**config.mk**
```make
export PLATFORM = sky130hd
export DESIGN_NAME = mpu_hm_arbiter
export DESIGN_NICKNAME = d
export VERILOG_FILES = /design/src/rtl/mpu_hm_arbiter.sv
export SDC_FILE = /design/constraint.sdc
export NUM_CORES = 1
export LEC_CHECK = 0
export ABC_AREA = 1
export CORE_ASPECT_RATIO = 1.2
export CORE_MARGIN = 3
export CORE_UTILIZATION = 35
export CTS_BUF_LIST = sky130_fd_sc_hd__clkbuf_16
export CTS_CLUSTER_DIAMETER = 200
export DETAILED_ROUTE_END_ITERATION = 7
export HOLD_SLACK_MARGIN = 0.08
export PLACE_DENSITY = 0.63
export SYNTH_ARGS = -nofsm -noshare
export SYNTH_HDL_FRONTEND = slang
export SYNTH_SLANG_ARGS = --single-unit
```
**constraint.sdc**
```tcl
create_clock -name sys_clk -period 2.3 [get_ports sys_clk]
set_input_delay 0.46 -clock sys_clk [delete_from_list [all_inputs] [get_ports sys_clk]]
set_output_delay 0.46 -clock sys_clk [all_outputs]
set_load 0.1 [all_outputs]
```
**src/rtl/mpu_hm_arbiter.sv**
```systemverilog
// mpu_hm_arbiter: round-robin sharing of one host-memory read port among NREQ MPUs, with a watchdog abort
module mpu_hm_arbiter #(
   parameter int NREQ    = 4,
   parameter int TIMEOUT = 1024,
   parameter int TW      = 11
) (
   input  logic                 sys_clk,
   input  logic                 sys_rst,
   input  logic [NREQ-1:0]      req_start,
   input  logic [NREQ*64-1:0]   req_addr,
   output logic [NREQ-1:0]      req_ack,
   output logic [63:0]          req_data,
   output logic                 req_err,
   output logic [63:0]          hm_addr,
   output logic                 hm_start,
   input  logic [63:0]          hm_data,
   input  logic                 hm_ack,
   output logic                 busy,
   output logic [7:0]           timeout_cnt
);
   localparam int LW = $clog2(NREQ);

   typedef enum logic [1:0] {IDLE, WAIT, DONE} state_t;

   state_t          state_q, state_d;
   logic [NREQ-1:0] pending_q, pending_d, done_mask;
   logic [63:0]     addr_q [NREQ];
   logic [63:0]     addr_d [NREQ];
   logic [LW-1:0]   last_grant_q, last_grant_d, rr_gnt, rr_idx;
   logic            rr_hit;
   logic [TW-1:0]   tmr_q, tmr_d;
   logic [63:0]     hm_addr_q, hm_addr_d, req_data_q, req_data_d;
   logic            hm_start_q, hm_start_d, req_err_q, req_err_d;
   logic [NREQ-1:0] req_ack_q, req_ack_d;
   logic [7:0]      timeout_cnt_q, timeout_cnt_d;

   // Round-robin pick: scan downwards so the closest pending index after last_grant is kept
   always_comb begin
      rr_gnt = last_grant_q;
      rr_hit = 1'b0;
      rr_idx = '0;
      for (int k = NREQ; k >= 1; k--) begin
         rr_idx = LW'((int'(last_grant_q) + k) % NREQ);
         if (pending_q[rr_idx]) begin
            rr_hit = 1'b1;
            rr_gnt = rr_idx;
         end
      end
   end

   // Transaction FSM plus request capture; a pulse coinciding with its own completion re-arms the slot
   always_comb begin
      state_d       = state_q;
      addr_d        = addr_q;
      last_grant_d  = last_grant_q;
      tmr_d         = tmr_q;
      hm_addr_d     = hm_addr_q;
      hm_start_d    = 1'b0;
      req_data_d    = req_data_q;
      req_err_d     = 1'b0;
      timeout_cnt_d = timeout_cnt_q;
      done_mask     = '0;
      case (state_q)
         IDLE: if (rr_hit) begin
            hm_addr_d    = addr_q[rr_gnt];
            hm_start_d   = 1'b1;
            last_grant_d = rr_gnt;
            tmr_d        = '0;
            state_d      = WAIT;
         end
         WAIT: begin
            tmr_d = tmr_q + 1'b1;
            if (hm_ack) begin
               req_data_d              = hm_data;
               done_mask[last_grant_q] = 1'b1;
               state_d                 = DONE;
            end else if (tmr_q == TW'(TIMEOUT - 1)) begin
               req_data_d              = '0;
               req_err_d               = 1'b1;
               done_mask[last_grant_q] = 1'b1;
               timeout_cnt_d           = (timeout_cnt_q == 8'hFF) ? timeout_cnt_q : timeout_cnt_q + 1'b1;
               state_d                 = DONE;
            end
         end
         default: state_d = IDLE;
      endcase
      req_ack_d = done_mask;
      for (int i = 0; i < NREQ; i++) begin
         if (req_start[i] && (!pending_q[i] || done_mask[i])) addr_d[i] = req_addr[64*i +: 64];
      end
      pending_d = (pending_q & ~done_mask) | (req_start & (~pending_q | done_mask));
   end

   // State registers with asynchronous active-low reset
   always_ff @(posedge sys_clk or negedge sys_rst) begin
      if (!sys_rst) begin
         state_q       <= IDLE;
         pending_q     <= '0;
         for (int i = 0; i < NREQ; i++) addr_q[i] <= '0;
         last_grant_q  <= LW'(NREQ - 1);
         tmr_q         <= '0;
         hm_addr_q     <= '0;
         hm_start_q    <= 1'b0;
         req_ack_q     <= '0;
         req_data_q    <= '0;
         req_err_q     <= 1'b0;
         timeout_cnt_q <= '0;
      end else begin
         state_q       <= state_d;
         pending_q     <= pending_d;
         addr_q        <= addr_d;
         last_grant_q  <= last_grant_d;
         tmr_q         <= tmr_d;
         hm_addr_q     <= hm_addr_d;
         hm_start_q    <= hm_start_d;
         req_ack_q     <= req_ack_d;
         req_data_q    <= req_data_d;
         req_err_q     <= req_err_d;
         timeout_cnt_q <= timeout_cnt_d;
      end
   end

   assign hm_addr     = hm_addr_q;
   assign hm_start    = hm_start_q;
   assign req_ack     = req_ack_q;
   assign req_data    = req_data_q;
   assign req_err     = req_err_q;
   assign timeout_cnt = timeout_cnt_q;
   assign busy        = (state_q != IDLE);
endmodule
```
==> impl_metrics.yaml <==
status:
  outcome: "complete, no violations"
worst_setup_path:
  cp_max_fo: 17
  crit_path_end_kind: "register"
  start_kind: "register"
  crit_type: "register to register"
  worstPathRequired_ns: 2.75
  cp.arrival_ns: 2.70
drt:
  first_pass_iters: 5
  ant_nets: 0
  num_vias: 19298
  routed_wl_mm: 76.2
  via_per_inst: 5.01
  drc: 0
  wl_per_cell_um: 19.8
  drt_iter0_markers: 1475
timing:
  finalMaxSlewViolations: 0
  timing.hold.ws_ns: 0.358
  min_period_ns: 2.25
  timing.final.crit_share_pct: 97.7
  rsz0062_at_grt: "yes"
  setup_ws_ns: 0.0534
  fmax_mhz: 445
  tightest_slew_ns: 0.649
  relSlewSlack_pct: 56.7
  skew_ns: 0.0217
  finalSetupViolations: 0
  hold_viol_final: 0
pwr:
  p_comb_share_pct: 61.8
  leakage_nw: 15.0
  p_sw_share_pct: 51.7
  clock_power_share_pct: 13.7
  power_density_nw_per_um2: 1830
  ir_drop_uv: 917
  p_int_mw: 24.8
  seqPwrFrac_pct: 24.5
  net-switching-power_mw: 26.6
synth:
  synth_flop_cell: "dfrtp_1"
  yosysTopAreaCellShare_pct: 51.8
  synth_commonest_cells: "1059 x nand2_1, 588 x nand3_1, 415 x dfrtp_1"
  avgSynthCellArea_um2: 7.67
  yosys_warnings: 0
  synth_edf_count: 0
  synth-seq-area-share_pct: 52.1
  synthDistinctLibCells: 37
  synth-async-reset-ratio_pct: 100
  syn_inst: 2611
  synth_fp_nets: 2944
  yosysTopAreaCell: "dfrtp_1"
  synth_seq_cells: 417
  syn_area_um2: 20000
  ys_top_cells_by_area: "dfrtp_1 52%, nand2_1 20%, nand3_1 15%"
  synth.most_common_cell: "nand2_1"
global_routing:
  grt_max_degree: 77
  grt_pass1_vias: 19080
  grt_pass1_wl_mm: 109
  grt_overflow: 0
  antenna_found_initial: 10
  grt.total_usage_pct: 23.1
clock_network:
  cts_root_buffer: "clkbuf_16"
  clock-sinks: 417
  htreeDepth: 2
  path_clk_slew_ns: 0.06
  clockBufferDepth: 3
  numCtsBuffers: 45
  clk_latency_ns: 0.58
  cts_tree: "yes"
final_layout:
  drive_gt1_share_pct: 13.4
  final_cell_area_um2: 28100
  syn_to_final_growth_pct: 40.4
  finalNetCount: 3422
  fin_cells: 3855
floorplan:
  pin_count: 470
  die_y_um: 268
  die_w_um: 224
  start_util_pct: 35.6
  coreArea_um2: 56300
  die_area_um2: 60200
  rows: 95
placement:
  portBuffers: 469
  placed_cells: 3722
  gp_congestion: 0.897
  dp_hpwl_mm: 50.1
  pre_cts_ws_ns: -0.0653
  place_area_um2: 25500
worst_hold_path:
  hp-class: "primary input to register"
job:
  max-cap-violations: 0
-- through the flow --
| step | util, % | TNS, ns | power [mW] |
|---|---|---|---|
| 2_1_floorplan | - | 0 | 33.1 |
| 3_3_place_gp | 45.3 | -0.106 | 41.2 |
| 3_5_place_dp | 45.3 | -1.49 | 41.7 |
| 4_1_cts | 48.4 | -0.000906 | 50.5 |
| 5_1_grt | 49.9 | -6.62 | 54.9 |
| 6_report | 49.9 | 0 | 51.4 |
-- cell families after synthesis --
| family | Yosys count | synth area share (%) |
|---|---|---|
| AO/OA/AOI/OAI | 22 | 0.656 |
| XOR/XNOR | 7 | 0.306 |
| adder cells (fa/ha/maj) | 6 | 0.375 |
| buffers and inverters | 464 | 10.4 |
| flip-flops | 417 | 52.1 |
| AND/OR/NAND/NOR | 1695 | 36.2 |
-- worst max-delay path, cell delays in order, from the launching register on --
cell and delay (ns):
dfstp_2 0.55, buf_6 0.15, nand2_1 0.12, nand3_2 0.12
nand2_1 0.09, inv_1 0.07, nand2_2 0.08, nand3_4 0.18
buf_12 0.21, buf_12 0.17, nand3_1 0.08, nand3_1 0.11
nand2_1 0.08, nand2_1 0.06, nand2_1 0.05
-- path summary, 6_finish.rpt --
| kind | start | end | slack, ns | cells past startpoint |
|---|---|---|---|---|
| setup / recovery | last_grant_q[0]$_DFFE_PN1P_ | hm_addr[44]$_DFFE_PN0P_ | 0.05 | 14 |
| hold / removal | req_start[1] | pending_q[1]$_DFF_PN0_ | 0.36 | 3 |
| setup reg to reg | last_grant_q[0]$_DFFE_PN1P_ | hm_addr[44]$_DFFE_PN0P_ | 0.05 | 14 |
| hold reg to reg | addr_q[43]$_DFFE_PN0P_ | addr_q[43]$_DFFE_PN0P_ | 0.47 | 2 |
| max in group asynchronous | sys_rst | addr_q[216]$_DFFE_PN0P_ | 1.08 | 4 |
| min in group asynchronous | sys_rst | req_data[7]$_DFFE_PN0P_ | 0.41 | 2 |
-- sequential cells by signal, summed over array words and instances (netlist names) --
name and cells:
timeout_cnt 8, req_data 64, addr_q 256, req_err 1
last_grant_q 2, pending_q 4, state_q 2, hm_addr 64
req_ack 4, tmr_q 11, hm_start 1
-- power by group through the flow --
stage	combinational (mW)	clock (mW)	sequential [mW]
floorplan	13.3	0	19.8
global placement	28.6	0	12.6
detailed placement	29.0	0	12.6
CTS	30.7	7.21	12.6
global route	34.4	7.52	13.0
finish	31.8	7.05	12.6
-- repair_timing --
| item | in CTS | in global routing |
|---|---|---|
| gates cloned | 8 | 23 |
| resized for setup | 12 | 67 |
| pin swaps | 3 | 16 |
| hold buffers | 2 | 0 |
| hold endpoints to repair | 39 | 0 |
| setup endpoints to repair | 46 | 334 |
| buffers inserted | 6 | 10 |
-- cells in the final DEF (no fill, tap or decap), drive strengths merged, types with 4 or more instances in the layout --
cell type and n:
inv 299, nand3 599, bufbuf 4, a21oi 5, clkinv 21, nand2 1076
dfrtp 415, buf 259, clkdlybuf4s50 320, clkinvlp 4, ha 6, clkbuf 63
nor2 15, diode 4, xor2 4, o21ai 11
-- routing by layer --
| metal | up-vias | global-route usage, % | wire, um |
|---|---|---|---|
| li1 | 9090 | - | - |
| met1 | 9256 | 30.0 | 31300 |
| met2 | 796 | 39.3 | 37200 |
| met3 | 146 | 4.30 | 5250 |
| met4 | 10 | 7.54 | 2500 |
| met5 | - | 0 | 72 |
-- area by class of cell --
type	instances	area, um2
Clock inverter	35	239
Clock buffer	47	1180
Fill cell	5377	28200
Sequential cell	417	10400
Inverter	292	1110
Tap cell	727	910
Timing Repair Buffer	601	6400
Multi-Input combinational cell	1732	7840
Antenna cell	4	10.0
Note: power is estimated with default switching activity, not from simulation.
